===== config.mk =====
export PLATFORM = sky130hd
export DESIGN_NAME = display_scan
export DESIGN_NICKNAME = d
export VERILOG_FILES = /design/src/rtl/display_scan.sv
export SDC_FILE = /design/constraint.sdc
export NUM_CORES = 1
export LEC_CHECK = 0
export BUFFER_PORTS_ARGS = -buffer_cell sky130_fd_sc_hd__buf_2
export CAP_MARGIN = 20
export CORE_MARGIN = 2
export CORE_UTILIZATION = 40
export CTS_BUF_LIST = sky130_fd_sc_hd__clkbuf_4 sky130_fd_sc_hd__clkbuf_8 sky130_fd_sc_hd__clkbuf_16
export CTS_CLUSTER_DIAMETER = 50
export DETAILED_ROUTE_END_ITERATION = 10
export PLACE_DENSITY = 0.66
export SYNTH_ARGS = -nofsm -noshare
export SYNTH_HDL_FRONTEND = slang
export SYNTH_SLANG_ARGS = --single-unit

===== constraint.sdc =====
create_clock -name Clock -period 2.85 [get_ports Clock]
set_clock_uncertainty 0.2 [all_clocks]
set_input_delay 0 -clock Clock [delete_from_list [all_inputs] [get_ports Clock]]
set_output_delay 0 -clock Clock [all_outputs]
set_load 0.01 [all_outputs]

===== src/rtl/display_scan.sv =====
// display_scan: time-multiplexes two 7-segment digits with dead-time blanking,
// per-frame pulse and alarm-driven blinking.
module display_scan #(
  parameter int DIV        = 50000,
  parameter int BLANK      = 1000,
  parameter int BLINK_LOG2 = 4
) (
  input  logic       Clock,
  input  logic       Reset_n,
  input  logic [6:0] SegCaixa,
  input  logic [6:0] SegAcio,
  input  logic       Alarme,
  output logic       ChaveSeletora,
  output logic [1:0] Anodo,
  output logic [6:0] Segmentos,
  output logic       FrameTick
);
  typedef enum logic [1:0] {BLANK_C, SHOW_C, BLANK_A, SHOW_A} state_t;
  state_t      state, stateNext;
  logic [15:0] phase;
  logic [7:0]  frameCnt;
  logic        alarmLatched, done, leaving, blink;
  logic [1:0]  anodoNext;
  logic [6:0]  segNext;
  always_comb begin
    done      = phase == ((state == SHOW_C || state == SHOW_A) ? 16'(DIV - 1) : 16'(BLANK - 1));
    stateNext = done ? state_t'(state + 2'd1) : state;
    leaving   = done && state == SHOW_A;
    blink     = alarmLatched && frameCnt[BLINK_LOG2];
    // Segments only change on state entry, so mid-show input changes are ignored.
    segNext   = !done ? Segmentos : stateNext == SHOW_C ? SegCaixa : stateNext == SHOW_A ? SegAcio : 7'h00;
    anodoNext = blink ? 2'b11 : stateNext == SHOW_C ? 2'b10 : stateNext == SHOW_A ? 2'b01 : 2'b11;
  end
  always_ff @(posedge Clock or negedge Reset_n) begin
    if (!Reset_n) begin
      state         <= BLANK_C;
      phase         <= '0;
      frameCnt      <= '0;
      alarmLatched  <= 1'b0;
      ChaveSeletora <= 1'b0;
      Anodo         <= 2'b11;
      Segmentos     <= 7'h00;
      FrameTick     <= 1'b0;
    end else begin
      state         <= stateNext;
      phase         <= done ? '0 : phase + 16'd1;
      frameCnt      <= frameCnt + 8'(leaving);
      alarmLatched  <= leaving ? Alarme : alarmLatched;
      ChaveSeletora <= stateNext[1];
      Anodo         <= anodoNext;
      Segmentos     <= segNext;
      FrameTick     <= leaving;
    end
  end
endmodule


==> impl_metrics.py <==
metrics = {
    "critical_path": {
        "start_kind": "register",
        "path_cells": "or4b_4, nor4_4, o21ai_2, nor2_2, ha_1, ha_1, nand3_1, xnor2_1",
        "crit_slowest_cell": "or4b_4",
        "cp_data_arrival_time_ns": 2.49,
        "critPathMaxFanout": 9,
        "critPathTopFamily": "simple AND/OR/NAND/NOR gates",
        "regToRegStartpoint": "phase[10]$_DFF_PN0_",
        "cp_common_cell": "ha_1",
        "r2r_setup_slack_ns": 0.34,
        "crit_type": "reg -> reg",
        "end_kind": "register",
        "r2r_cells": 8,
        "r2r_end": "frameCnt[4]$_DFF_PN0_",
        "cp.required_ns": 2.82,
        "cp_slowest_stage_delay_ns": 0.58,
        "worst-path-buf-inv": 0,
    },
    "power_and_ir_drop": {
        "net-switching-power_uw": 179,
        "pwr-share-comb_pct": 4.4,
        "switching_share_pct": 20.1,
        "powerDensity_nw_per_um2": 448,
        "p_int_uw": 710,
        "clkPwrFrac_pct": 41.3,
        "vdd_ir_drop_max_mv": 0.253,
        "power_uw": 889,
        "pwr-share-seq_pct": 54.3,
        "cellLeakagePower_nw": 0.924,
    },
    "final_layout": {
        "synthToLayoutAreaGrowth_pct": 28.6,
        "multi_input_area_sq_um": 671,
        "regArea_sq_um": 853,
        "nets": 204,
        "antenna_cells": 0,
        "final.fill_count": 327,
        "final_cell_mix": "dfrtp_1, buf_2, dlygate4sd3_1",
        "layout-drive-gt1-share_pct": 25.0,
        "layout_commonest_cell": "dfrtp_1",
    },
    "place": {
        "place.gp.congestion": 0.765,
        "dp_slack_ns": 0.296,
        "io_buffers": 27,
        "dpl.hpwl_mm": 2.05,
    },
    "global_route": {
        "grt.total_usage_pct": 15.8,
        "grt_max_degree": 35,
        "antenna_found_initial": 0,
        "grt_pass1_wl_mm": 5.13,
        "grt_pass1_vias": 1145,
        "grt_overflow_total": 0,
    },
    "synth": {
        "synth_area_leaders": "dfrtp_1, xor2_1, mux2i_1, xnor2_1, dfstp_2",
        "synth_area_leader_cell": "dfrtp_1",
        "syn_nets": 156,
        "synth_edf_count": 0,
        "yosysSeqAreaShare_pct": 55.3,
        "synth.top_cell.area_share_pct": 51.9,
        "yosysWarnings": 0,
        "ys.flop_type": "dfrtp_1",
        "syn_avg_cell_area_sq_um": 11.4,
        "netlist_area_sq_um": 1540,
        "ys_seq_elements": 34,
        "synthDistinctLibCells": 33,
        "netlist_instances": 135,
        "async_flop_share_pct": 100,
    },
    "drt": {
        "ant_nets": 0,
        "wirelength_mm": 2.90,
        "vias": 1140,
        "dr.pass1.iters": 4,
        "drcViolationCount": 0,
        "routedWlPerCell_microns": 12.5,
        "vias_per_cell": 4.91,
        "drt-initial-drc-count": 62,
    },
    "timing": {
        "clock.fmax_ghz": 0.398,
        "final_hold_viol_count": 0,
        "worst_slack_ns": 0.336,
        "worst_pin_slew_ns": 0.715,
        "period_share_pct": 88.2,
        "setup_violations": 0,
        "maxSlewViolCount": 0,
        "period_needed_ns": 2.51,
        "tns_ns": 0,
        "rsz0062_at_grt": "no",
        "relSlewSlack_pct": 52.3,
    },
    "clock_tree": {
        "htreeDepth": 2,
        "cts_tree": "done",
        "cts.reportedPaths.clkPinSlew_ns": 0.07,
        "root_buffer": "clkbuf_8",
        "cts_buffers": 5,
        "cts.sink_count": 34,
        "clkLatencyLatePin_ns": 0.28,
        "cts_max_path_buffers": 2,
    },
    "die": {
        "initial_core_util_pct": 41.9,
        "io_pins": 28,
        "die_x_microns": 66.1,
        "dieArea_sq_um": 4370,
        "rows": 22,
        "die-height_microns": 66.1,
        "core_area_sq_um": 3690,
    },
    "run_status": {
        "status": "finished, final reports clean",
    },
    "flow_run": {
        "maxCapViolations": 0,
    },
    "min_path": {
        "min_path_type": "in -> async",
    },
}
-- area by class of cell --
| class | instances | share of cell area (%) |
|---|---|---|
| clock buffers | 7 | 4.54 |
| clock inverters | 1 | 0.252 |
| inverters | 3 | 0.567 |
| multi-input cells | 96 | 33.8 |
| flip-flops and latches | 34 | 43.0 |
| well taps | 48 | 3.02 |
| repair buffers | 43 | 14.9 |
-- logic make-up (layout without fill, tap and decap cells) --
kind of cell	Yosys count	count (layout)	synth area share [%]
adders and majority gates	4	4	3.24
AOI/OAI and AO/OA	12	12	4.54
buffers and inverters	5	54	1.30
and+or+nand+nor	54	54	20.1
muxes	9	9	5.92
DFF	34	34	55.3
xor gates and xnor gates	17	17	9.64
-- metal layers --
layer | vias to the layer above | global-route usage [%] | wire length [microns]
li1 | 562 | - | -
met1 | 535 | 17.6 | 1250
met2 | 37 | 26.6 | 1400
met3 | 6 | 6.13 | 196
met4 | 0 | 7.14 | 51
met5 | - | 0 | 0
-- sequential cells by signal, summed over array words and instances (netlist names) --
signal / cells
phase: 16
alarmLatched: 1
ChaveSeletora: 1
Anodo: 2
state: 1
frameCnt: 5
FrameTick: 1
Segmentos: 7
-- worst max path at each step --
stage / slack [ns] / startpoint / endpoint / cells after the start
floorplan: 0.52 / phase[10]$_DFF_PN0_ / frameCnt[4]$_DFF_PN0_ / 8
global placement: 0.41 / phase[10]$_DFF_PN0_ / frameCnt[4]$_DFF_PN0_ / 8
detailed placement: 0.30 / phase[10]$_DFF_PN0_ / frameCnt[4]$_DFF_PN0_ / 8
CTS: 0.29 / phase[10]$_DFF_PN0_ / frameCnt[4]$_DFF_PN0_ / 8
global route: 0.10 / phase[0]$_DFF_PN0_ / frameCnt[4]$_DFF_PN0_ / 9
finish: 0.34 / phase[10]$_DFF_PN0_ / frameCnt[4]$_DFF_PN0_ / 8
-- synthesized netlist by cell type, drive strengths merged, types with 2 or more instances --
cell type  number
mux2i           8
xnor2           7
and3            2
dfstp           2
and4            2
nand3           8
buf             2
inv             3
nor2           15
xor2           10
nor3            3
o21ai           8
a21oi           2
nor4            2
dfrtp          32
nand4b          2
nand2          13
ha              4
-- worst reg2reg max path, stage by stage (launching register included) --
cell,delay (ns)
dfrtp_1,0.42
or4b_4,0.58
nor4_4,0.20
o21ai_2,0.19
nor2_2,0.18
ha_1,0.20
ha_1,0.20
nand3_1,0.10
xnor2_1,0.13
-- what timing repair did --
item / in CTS / in global routing
buffers inserted: 0 / 0
gates resized for setup: 0 / 0
hold buffers: 16 / 0
hold endpoints to repair: 42 / 0
-- power by group through the flow --
stage	sequential (mW)	combinational, mW	clock, mW
5_1_grt	0.482	0.0446	0.413
3_5_place_dp	0.492	0.0232	0
6_report	0.483	0.0393	0.367
2_1_floorplan	0.492	0.00295	0
3_3_place_gp	0.492	0.0229	0
4_1_cts	0.483	0.0402	0.380
-- metrics by stage --
step | util [%] | instances | hold WS, ns | cell area (sq um)
after floorplan | - | 135 | -0.496 | 1540
after global placement | 46.9 | 208 | -0.108 | 1730
after detailed placement | 46.9 | 208 | -0.104 | 1730
after CTS | 53.8 | 232 | 0.141 | 1990
after global routing | 53.8 | 232 | 0.183 | 1990
final | 53.8 | 232 | 0.107 | 1990
Note: power is estimated with default switching activity, not from simulation.
